[config.mk]
export PLATFORM = sky130hd
export DESIGN_NAME = sram_port_arbiter
export DESIGN_NICKNAME = d
export VERILOG_FILES = /design/src/rtl/sram_port_arbiter.sv
export SDC_FILE = /design/constraint.sdc
export NUM_CORES = 1
export LEC_CHECK = 0
export CORE_AREA = 2 2 115 117
export DETAILED_ROUTE_END_ITERATION = 6
export DIE_AREA = 0 0 117 119
export PLACE_DENSITY = 0.58
export RECOVER_POWER = 25
export SLEW_MARGIN = 20
export SYNTH_ARGS = -nofsm -noshare
export SYNTH_HDL_FRONTEND = slang
export SYNTH_SLANG_ARGS = --single-unit
[constraint.sdc]
create_clock -name clk -period 2.45 [get_ports clk]
set_clock_uncertainty 0.2 [all_clocks]
set_input_delay 0.49 -clock clk [delete_from_list [all_inputs] [get_ports clk]]
set_output_delay 0.49 -clock clk [all_outputs]
set_load 0.02 [all_outputs]
[src/rtl/sram_port_arbiter.sv]
// ============================================================================
// sram_port_arbiter
// ----------------------------------------------------------------------------
// Shares one external asynchronous SRAM port between two requesters:
//   * a pixel-fetch reader (rd_*)
//   * a result write-back writer (wr_*)
// Each access drives a registered address and a registered strobe, and holds
// the strobe for ACCESS_CYCLES cycles, which covers the SRAM wait states. When
// the access ends, the requester receives a one-cycle acknowledge. For reads,
// rd_data is captured from the SRAM bus on the final access edge. When both
// sides are pending, the grant alternates round-robin.
//
// Optional build macro:
//   SRAM_ARB_TURNAROUND_EN - inserts a one-cycle TURN state, with both strobes
//                            low, when the bus direction changes. Without it,
//                            a direction change costs nothing.
//
// Parameters:
//   ADDR_BITS      SRAM address width
//   DATA_BITS      SRAM data word width (one RGB pixel)
//   ACCESS_CYCLES  cycles each strobe stays high (1..255)
//
// Ports:
//   clk           system clock, rising edge
//   rst           asynchronous reset, active-high
//   rd_req        read request level, held with rd_addr until rd_ack
//   rd_addr       read address
//   rd_ack        one-cycle read acknowledge; rd_data valid in same cycle
//   rd_data       registered read data, held until the next read completes
//   wr_req        write request level, held with wr_addr/wr_data until wr_ack
//   wr_addr       write address
//   wr_data       write data
//   wr_ack        one-cycle write-complete acknowledge
//   address       registered SRAM address
//   w_data        registered SRAM write data
//   r_data        SRAM read data bus
//   read_enable   registered SRAM read strobe
//   write_enable  registered SRAM write strobe
//   busy          high whenever the arbiter is not idle
// ============================================================================

`default_nettype none

module sram_port_arbiter #(
    parameter int ADDR_BITS     = 16,
    parameter int DATA_BITS     = 24,
    parameter int ACCESS_CYCLES = 10
) (
    input  logic                 clk,
    input  logic                 rst,

    input  logic                 rd_req,
    input  logic [ADDR_BITS-1:0] rd_addr,
    output logic                 rd_ack,
    output logic [DATA_BITS-1:0] rd_data,

    input  logic                 wr_req,
    input  logic [ADDR_BITS-1:0] wr_addr,
    input  logic [DATA_BITS-1:0] wr_data,
    output logic                 wr_ack,

    output logic [ADDR_BITS-1:0] address,
    output logic [DATA_BITS-1:0] w_data,
    input  logic [DATA_BITS-1:0] r_data,
    output logic                 read_enable,
    output logic                 write_enable,
    output logic                 busy
);

`ifdef SRAM_ARB_TURNAROUND_EN
    typedef enum logic [1:0] {
        IDLE      = 2'd0,
        READ_ACC  = 2'd1,
        WRITE_ACC = 2'd2,
        TURN      = 2'd3
    } state_t;
`else
    typedef enum logic [1:0] {
        IDLE      = 2'd0,
        READ_ACC  = 2'd1,
        WRITE_ACC = 2'd2
    } state_t;
`endif

    // The counter runs 0..ACCESS_CYCLES-1 and never wraps. The access ends
    // on the edge where it reaches the last value.
    localparam logic [7:0] LAST_CNT = 8'(ACCESS_CYCLES - 1);

    // Direction encoding, shared by last_grant and the turnaround tracker.
    localparam logic DIR_RD = 1'b0;
    localparam logic DIR_WR = 1'b1;

    state_t                 state_q, state_d;
    logic [7:0]             cnt_q, cnt_d;
    logic                   last_grant_q, last_grant_d;
    logic [ADDR_BITS-1:0]   address_q, address_d;
    logic [DATA_BITS-1:0]   w_data_q, w_data_d;
    logic [DATA_BITS-1:0]   rd_data_q, rd_data_d;
    logic                   read_enable_q, read_enable_d;
    logic                   write_enable_q, write_enable_d;
    logic                   rd_ack_q, rd_ack_d;
    logic                   wr_ack_q, wr_ack_d;

    logic                   rd_pend;
    logic                   wr_pend;
    logic                   grant_rd;
    logic                   grant_wr;
    logic                   access_done;
    logic                   turn_rd;
    logic                   turn_wr;

    // While the ack cycle is in progress, a requester has not yet had a
    // chance to present its next address. Masking its request for that one
    // cycle stops the arbiter from re-granting it on stale inputs. The other
    // side can still win the bus in that same cycle.
    assign rd_pend = rd_req & ~rd_ack_q;
    assign wr_pend = wr_req & ~wr_ack_q;

    // Round-robin: under contention, the side that did not win last time
    // gets the bus. The two grant terms are mutually exclusive by
    // construction.
    assign grant_rd = (state_q == IDLE) & rd_pend & (~wr_pend | (last_grant_q == DIR_WR));
    assign grant_wr = (state_q == IDLE) & wr_pend & (~rd_pend | (last_grant_q == DIR_RD));

    assign access_done = ((state_q == READ_ACC) || (state_q == WRITE_ACC)) && (cnt_q == LAST_CNT);

`ifdef SRAM_ARB_TURNAROUND_EN
    // These track the direction of the last completed access. have_dir_q
    // stays clear until the first access after reset finishes, so that
    // first access never pays the turnaround cycle.
    logic last_dir_q, last_dir_d;
    logic have_dir_q, have_dir_d;

    assign turn_rd = have_dir_q & (last_dir_q != DIR_RD);
    assign turn_wr = have_dir_q & (last_dir_q != DIR_WR);

    // This register holds the turnaround history. It is cleared with the
    // rest of the block on reset.
    always_ff @(posedge clk or posedge rst) begin
        if (rst) begin
            last_dir_q <= DIR_RD;
            have_dir_q <= 1'b0;
        end else begin
            last_dir_q <= last_dir_d;
            have_dir_q <= have_dir_d;
        end
    end
`else
    assign turn_rd = 1'b0;
    assign turn_wr = 1'b0;
`endif

    // State register plus all registered outputs and datapath. Reset is
    // asynchronous, so an access in flight is abandoned immediately and no
    // ack is issued.
    always_ff @(posedge clk or posedge rst) begin
        if (rst) begin
            state_q        <= IDLE;
            cnt_q          <= 8'd0;
            last_grant_q   <= DIR_WR;
            address_q      <= '0;
            w_data_q       <= '0;
            rd_data_q      <= '0;
            read_enable_q  <= 1'b0;
            write_enable_q <= 1'b0;
            rd_ack_q       <= 1'b0;
            wr_ack_q       <= 1'b0;
        end else begin
            state_q        <= state_d;
            cnt_q          <= cnt_d;
            last_grant_q   <= last_grant_d;
            address_q      <= address_d;
            w_data_q       <= w_data_d;
            rd_data_q      <= rd_data_d;
            read_enable_q  <= read_enable_d;
            write_enable_q <= write_enable_d;
            rd_ack_q       <= rd_ack_d;
            wr_ack_q       <= wr_ack_d;
        end
    end

    // Next-state logic. IDLE arbitrates. Each access state leaves when the
    // counter reaches its last value. TURN always lasts exactly one cycle and
    // then enters the access state that was already granted.
    always_comb begin
        state_d = state_q;
        unique case (state_q)
            IDLE: begin
                if (grant_rd) begin
`ifdef SRAM_ARB_TURNAROUND_EN
                    state_d = turn_rd ? TURN : READ_ACC;
`else
                    state_d = READ_ACC;
`endif
                end else if (grant_wr) begin
`ifdef SRAM_ARB_TURNAROUND_EN
                    state_d = turn_wr ? TURN : WRITE_ACC;
`else
                    state_d = WRITE_ACC;
`endif
                end
            end
            READ_ACC, WRITE_ACC: begin
                if (access_done) begin
                    state_d = IDLE;
                end
            end
`ifdef SRAM_ARB_TURNAROUND_EN
            TURN: begin
                state_d = (last_grant_q == DIR_WR) ? WRITE_ACC : READ_ACC;
            end
`endif
            default: state_d = IDLE;
        endcase
    end

    // Output / datapath next values. Address and write data are loaded on
    // the grant edge and then held, including through IDLE. Acks default to
    // low, so each ack lasts exactly one cycle.
    always_comb begin
        cnt_d          = cnt_q;
        last_grant_d   = last_grant_q;
        address_d      = address_q;
        w_data_d       = w_data_q;
        rd_data_d      = rd_data_q;
        read_enable_d  = read_enable_q;
        write_enable_d = write_enable_q;
        rd_ack_d       = 1'b0;
        wr_ack_d       = 1'b0;
`ifdef SRAM_ARB_TURNAROUND_EN
        last_dir_d     = last_dir_q;
        have_dir_d     = have_dir_q;
`endif
        unique case (state_q)
            IDLE: begin
                if (grant_rd) begin
                    address_d     = rd_addr;
                    cnt_d         = 8'd0;
                    last_grant_d  = DIR_RD;
                    read_enable_d = ~turn_rd;
                end else if (grant_wr) begin
                    address_d      = wr_addr;
                    w_data_d       = wr_data;
                    cnt_d          = 8'd0;
                    last_grant_d   = DIR_WR;
                    write_enable_d = ~turn_wr;
                end
            end
            READ_ACC, WRITE_ACC: begin
                if (access_done) begin
                    read_enable_d  = 1'b0;
                    write_enable_d = 1'b0;
                    if (state_q == READ_ACC) begin
                        rd_data_d = r_data;
                        rd_ack_d  = 1'b1;
                    end else begin
                        wr_ack_d  = 1'b1;
                    end
`ifdef SRAM_ARB_TURNAROUND_EN
                    last_dir_d = (state_q == WRITE_ACC) ? DIR_WR : DIR_RD;
                    have_dir_d = 1'b1;
`endif
                end else begin
                    cnt_d = cnt_q + 8'd1;
                end
            end
`ifdef SRAM_ARB_TURNAROUND_EN
            TURN: begin
                // The bus was idle for one cycle with the new address
                // already driven. The strobe for the granted direction
                // rises now.
                read_enable_d  = (last_grant_q == DIR_RD);
                write_enable_d = (last_grant_q == DIR_WR);
            end
`endif
            default: ;
        endcase
    end

    assign address      = address_q;
    assign w_data       = w_data_q;
    assign rd_data      = rd_data_q;
    assign read_enable  = read_enable_q;
    assign write_enable = write_enable_q;
    assign rd_ack       = rd_ack_q;
    assign wr_ack       = wr_ack_q;
    assign busy         = (state_q != IDLE);

endmodule

`default_nettype wire

==> impl_metrics.toml, run 1 <==
[worst_setup_path]
end_kind = "output pin"
crit_type = "reg2out"
cp_max_fo = 7
cp_slowest_stage_delay_ns = 0.40
cp-start-kind = "flip-flop"
startpoint = "state_q[0]"
timing.rr.start = "cnt_q[1]"
crit_chain = "inv_1 > ha_1 > inv_2 > dlygate4sd2_1"
crit_arrival_ns = 1.57
cp_slowest_cell = "dfrtp_1"
worstPathRequired_ns = 1.76

[floorplan]
ioPinCount = 153
die_h_um = 119
core_um2 = 12900
dieArea_um2 = 13900
die_width_um = 117
start_util_pct = 27.2
rows = 42

[routing]
drtPass1Iterations = 4
drt_iter0_drc = 89
antenna_left = 0
vias_per_cell = 4.35
wl_um = 8550
vias = 2633
post_drt_wl_per_cell_um = 14.1
drc = 0

[clocking]
cts-buffers-inserted = 9
clock_sinks = 79
cts_buffer_depth = 2
cts_tree = "yes"
clock_latency_ns = 0.34
clock_tree.root_cell = "clkbuf_16"
post_cts_buffers = 0
path_clk_slew_ns = 0.06
htreeDepth = 3

[worst_hold_path]
min_from = "last_grant_q"
hp-class = "reg2reg"

[placement]
dp_slack_ns = 0.103
port_buffers = 152
place_inst = 590
hpwl_um = 6190
gp_congestion = 0.852
dpl-instance-area_um2 = 5320

[power]
power_frac_clock_pct = 20.8
swShare_pct = 35.0
seqPwrFrac_pct = 33.3
cellLeakagePower_nw = 2.38
p_int_mw = 3.77
powerDensity_nw_per_um2 = 1050
p_switching_mw = 2.03
finalPower_mw = 5.80
irDropWorstVdd_mv = 0.374
combPwrFrac_pct = 45.9

[status]
status = "complete, no violations"

[sta]
finalWorstSetupSlack_ns = 0.186
fin_crit_sh_pct = 92.4
hold_viol = 0
worstMarginPinSlew_ns = 1.16
fin_setup_tns_ns = 0
timing.fmax_ghz = 0.442
hold_slack_ns = 0.278
period_minus_slack_ns = 2.26
finalMaxSlewViolations = 0
setup_viol = 0
slew-limit-headroom_pct = 22.7
rsz0062_at_grt = "false"

[finish]
layout.cells.non_filler = 605
final_area_um2 = 5540
final_common_cell = "clkdlybuf4s50_1"
nFillCells = 1229
drive_above_1_share_pct = 19.8
final_cell_mix = "clkdlybuf4s50_1 (150), dfrtp_1 (78), mux2_2 (30)"
fin_util_pct = 43.1
layout.nets = 513
area_growth_pct = 58.5
diodes = 0

[synthesis]
synthCells = 261
ys_seq_area_share_pct = 56.6
yosysUniqueCellTypes = 45
synthFlopType = "dfrtp_1"
syn-cell-area_um2 = 3500
synth_edf_count = 0
avgSynthCellArea_um2 = 13.4
synth_fp_nets = 349
synthArstFlopShare_pct = 100
ys_warn_count = 0
ys_ff_latch = 79

[global_routing]
antenna_found_initial = 0
grtUsageTotal_pct = 12.9
grt_pass1_vias = 2865
overflow = 0
grt_max_degree = 47
grt_pass1_wl_um = 13800

[flow_run]
maxCapViolCount = 0
power by group through the flow:
stage / clock network (mW) / logic (mW) / registers, mW
2_1_floorplan: 0 / 1.07 / 2.36
6_report: 1.21 / 2.66 / 1.93
3_5_place_dp: 0 / 2.71 / 1.95
3_3_place_gp: 0 / 2.68 / 1.93
5_1_grt: 1.31 / 2.85 / 1.99
4_1_cts: 1.26 / 2.71 / 1.94
worst max-delay path: cells and delay by family, from the launching register on:
family | cells | cell delay, ns
adder cells (fa/ha/maj) | 1 | 0.30
buffers and inverters | 3 | 0.54
flip-flops | 1 | 0.40
routing by layer:
| layer | wire length (µm) | GRT usage, % | vias to the layer above |
|---|---|---|---|
| li1 | - | - | 1244 |
| met1 | 3570 | 15.3 | 1293 |
| met2 | 4280 | 20.8 | 79 |
| met3 | 482 | 3.61 | 17 |
| met4 | 225 | 7.28 | 0 |
| met5 | 0 | 0 | - |
repair_timing:
item | in CTS | in global routing
endpoints found under the setup margin | 1 | 0
hold buffers | 0 | 0
gates resized for setup | 1 | 0
kinds of logic (layout without fill, tap and decap cells):
kind of cell / Yosys count / in the layout / synth area share [%]
and+or+nand+nor: 49 / 49 / 7.87
buffers and inverters: 19 / 187 / 3.54
adders and majority gates: 4 / 4 / 1.43
muxes: 67 / 67 / 23.0
AOI/OAI and AO/OA: 43 / 43 / 7.58
DFF: 79 / 79 / 56.6
cell type report:
| type | count | area (µm²) | area share [%] |
|---|---|---|---|
| clock buffers | 14 | 254 | 4.58 |
| clock inverters | 1 | 5.00 | 0.0903 |
| inverters | 8 | 31.3 | 0.564 |
| multi-input cells | 163 | 1400 | 25.2 |
| flip-flops and latches | 79 | 1980 | 35.7 |
| well taps | 176 | 220 | 3.97 |
| repair buffers | 164 | 1660 | 29.9 |
cells in the mapped netlist (all sizes together), types with 3 or more instances:
cell type | count | area (µm²)
mux2i | 17 | 170
ha | 4 | 50.1
a21oi | 5 | 25.0
buf | 7 | 78.8
clkbuf | 4 | 15.0
nand3 | 3 | 15.0
o21ai | 24 | 120
nor2 | 7 | 42.5
and2 | 3 | 20.0
nand2 | 24 | 90.1
mux2 | 50 | 634
inv | 8 | 30.0
dfrtp | 78 | 1950
flip-flops by register name, indices dropped and copies added, names as in the netlist:
name and flops:
read_enable 1, write_enable 1, address 16, w_data 24, cnt_q 8, state_q 2
wr_ack 1, rd_data 24, last_grant_q 1, rd_ack 1
worst paths after layout:
kind	to	slack (ns)	cells past startpoint
min reg2reg	last_grant_q	0.28	2
max	busy	0.19	4
max reg2reg	rd_data[21]	0.27	7
min	last_grant_q	0.28	2
min in group asynchronous	rd_data[14]	0.68	3
max in group asynchronous	address[2]	0.53	3
(Power assumes the default switching activity.)
==> run 2: changes to the inputs <==
--- a/config.mk
+++ b/config.mk
@@ -8,9 +8,9 @@
 export CORE_AREA = 2 2 115 117
 export DETAILED_ROUTE_END_ITERATION = 6
 export DIE_AREA = 0 0 117 119
+export GPL_TIMING_DRIVEN = 0
 export PLACE_DENSITY = 0.58
 export RECOVER_POWER = 25
-export SLEW_MARGIN = 20
 export SYNTH_ARGS = -nofsm -noshare
 export SYNTH_HDL_FRONTEND = slang
 export SYNTH_SLANG_ARGS = --single-unit
==> run 2 against run 1 <==
Net effect:
- flip-flop and latch count unchanged
- routed wire length about the same
- hold slack worse by 0.0059 ns
- sequential share of layout area down 0.10 points
- non-clock buffer count up 1
- die area unchanged
- clock power up 9%
- critical path depth up 2
- utilization up 0.13 points
- clock-buffer cell count down 1
- register-to-register slack worse by 0.04 ns
- combinational power down 2%
- critical endpoint is now w_data[12]
==> impl_metrics.toml, run 2 (same netlist as run 1, synthesis figures left out) <==
[finish]
fin_util_pct = 43.2
final_area_um2 = 5560
diodes = 0
drive_above_1_share_pct = 19.5
final_cell_mix = "clkdlybuf4s50_1 (150), dfrtp_1 (78), mux2_2 (30)"
layout.cells.non_filler = 607
final_common_cell = "clkdlybuf4s50_1"
area_growth_pct = 59.0
layout.nets = 514

[clocking]
clock_latency_ns = 0.33
htreeDepth = 3
clock_tree.root_cell = "clkbuf_16"
clock_sinks = 79
cts_tree = "yes"
cts_buffer_depth = 2
path_clk_slew_ns = 0.06
cts-buffers-inserted = 9

[routing]
post_drt_wl_per_cell_um = 14.1
drc = 0
vias_per_cell = 4.31
drt_iter0_drc = 76
wl_um = 8560
antenna_left = 0
drtPass1Iterations = 4
vias = 2614

[floorplan]
rows = 42
die_width_um = 117
die_h_um = 119
start_util_pct = 27.2
core_um2 = 12900
dieArea_um2 = 13900
ioPinCount = 153

[sta]
rsz0062_at_grt = "false"
worstMarginPinSlew_ns = 0.750
fin_crit_sh_pct = 92.4
hold_slack_ns = 0.272
period_minus_slack_ns = 2.26
hold_viol = 0
finalMaxSlewViolations = 0
setup_viol = 0
fin_setup_tns_ns = 0
timing.fmax_ghz = 0.442
slew-limit-headroom_pct = 49.7

[power]
irDropWorstVdd_mv = 0.410
p_switching_mw = 2.04
swShare_pct = 34.9
p_int_mw = 3.81
powerDensity_nw_per_um2 = 1050
combPwrFrac_pct = 44.5
power_frac_clock_pct = 22.6
cellLeakagePower_nw = 2.38
seqPwrFrac_pct = 32.9

[global_routing]
overflow = 0
grt_max_degree = 38
grt_pass1_wl_um = 13800
grt_pass1_vias = 2823
grtUsageTotal_pct = 12.7
antenna_found_initial = 0

[worst_setup_path]
cp_slowest_cell = "clkdlybuf4s50_1"
cp_slowest_stage_delay_ns = 0.45
worstPathRequired_ns = 2.46
end_kind = "flip-flop"
crit_chain = "clkdlybuf4s50_1 > nor2b_2 > a21oi_1 > nand2_1 > buf_4 > mux2_2"
startpoint = "rd_req"
cp_max_fo = 10
crit_arrival_ns = 2.28
rrSetupSlack_ns = 0.23
timing.rr.start = "state_q[0]"
crit_type = "in2reg"
cp-start-kind = "primary input"

[placement]
gp_congestion = 0.791
place_inst = 591
hpwl_um = 6380
port_buffers = 152
dpl-instance-area_um2 = 5280

[worst_hold_path]
min_from = "last_grant_q"
hp-class = "reg2reg"

[flow_run]
maxCapViolCount = 0

[status]
status = "complete, no violations"
==> run 2: changes by cell type in the layout (fill, tap and decap cells not counted), sizes merged <==
cell	delta
bufinv	+1
clkinvlp	+1
clkbuf	+2
buf	-2
==> run 2: area by class of cell <==
type	count	area, µm²
Sequential cell	79	1980
Clock buffer	13	250
Clock inverter	3	42.5
Inverter	8	31.3
Timing Repair Buffer	154	1550
Tap cell	176	220
Buffer	11	93.8
Multi-Input combinational cell	163	1400
Fill cell	1211	7320
==> run 2: timing repair <==
| action | 4_1_cts | 5_1_grt |
|---|---|---|
| hold buffers | 0 | 0 |
| resized for setup | 1 | 1 |
| buffers inserted | 0 | 0 |
| endpoints found under the setup margin | 1 | 19 |
==> run 2: final timing paths <==
check	end	depth (start not counted)
worst max register to register	state_q[0]	7
worst min register to register	last_grant_q	2
min in group asynchronous	rd_data[23]	2
max in group asynchronous	address[14]	3
worst min-delay path	last_grant_q	2
worst max-delay path	w_data[12]	6
==> run 2: power by group through the flow <==
stage               Combinational [mW]  Clock, mW  Sequential (mW)
floorplan                         1.07          0             2.36
CTS                               2.66       1.36             1.93
detailed placement                2.65          0             1.95
global route                      2.81       1.42             1.98
global placement                  2.62          0             1.93
finish                            2.60       1.32             1.93
==> run 2: per-stage QoR <==
step,setup WS (ns),total power [mW]
2_1_floorplan,0.338,3.43
3_3_place_gp,-0.309,4.55
3_5_place_dp,-0.305,4.60
4_1_cts,0.0446,5.95
5_1_grt,0.0923,6.22
6_report,0.185,5.85
==> run 2: critical path: cells and delay by family <==
family	cells	cell delay, ns
and+or+nand+nor	2	0.56
buffers and inverters	2	0.72
muxes	1	0.36
AOI/OAI and AO/OA	1	0.16
==> run 2: routing by layer <==
| layer | global-route usage (%) | vias up | routed length (µm) |
|---|---|---|---|
| li1 | - | 1249 | - |
| met1 | 15.7 | 1291 | 3670 |
| met2 | 21.2 | 67 | 4350 |
| met3 | 4.02 | 7 | 474 |
| met4 | 3.75 | 0 | 65 |
| met5 | 0 | - | 0 |
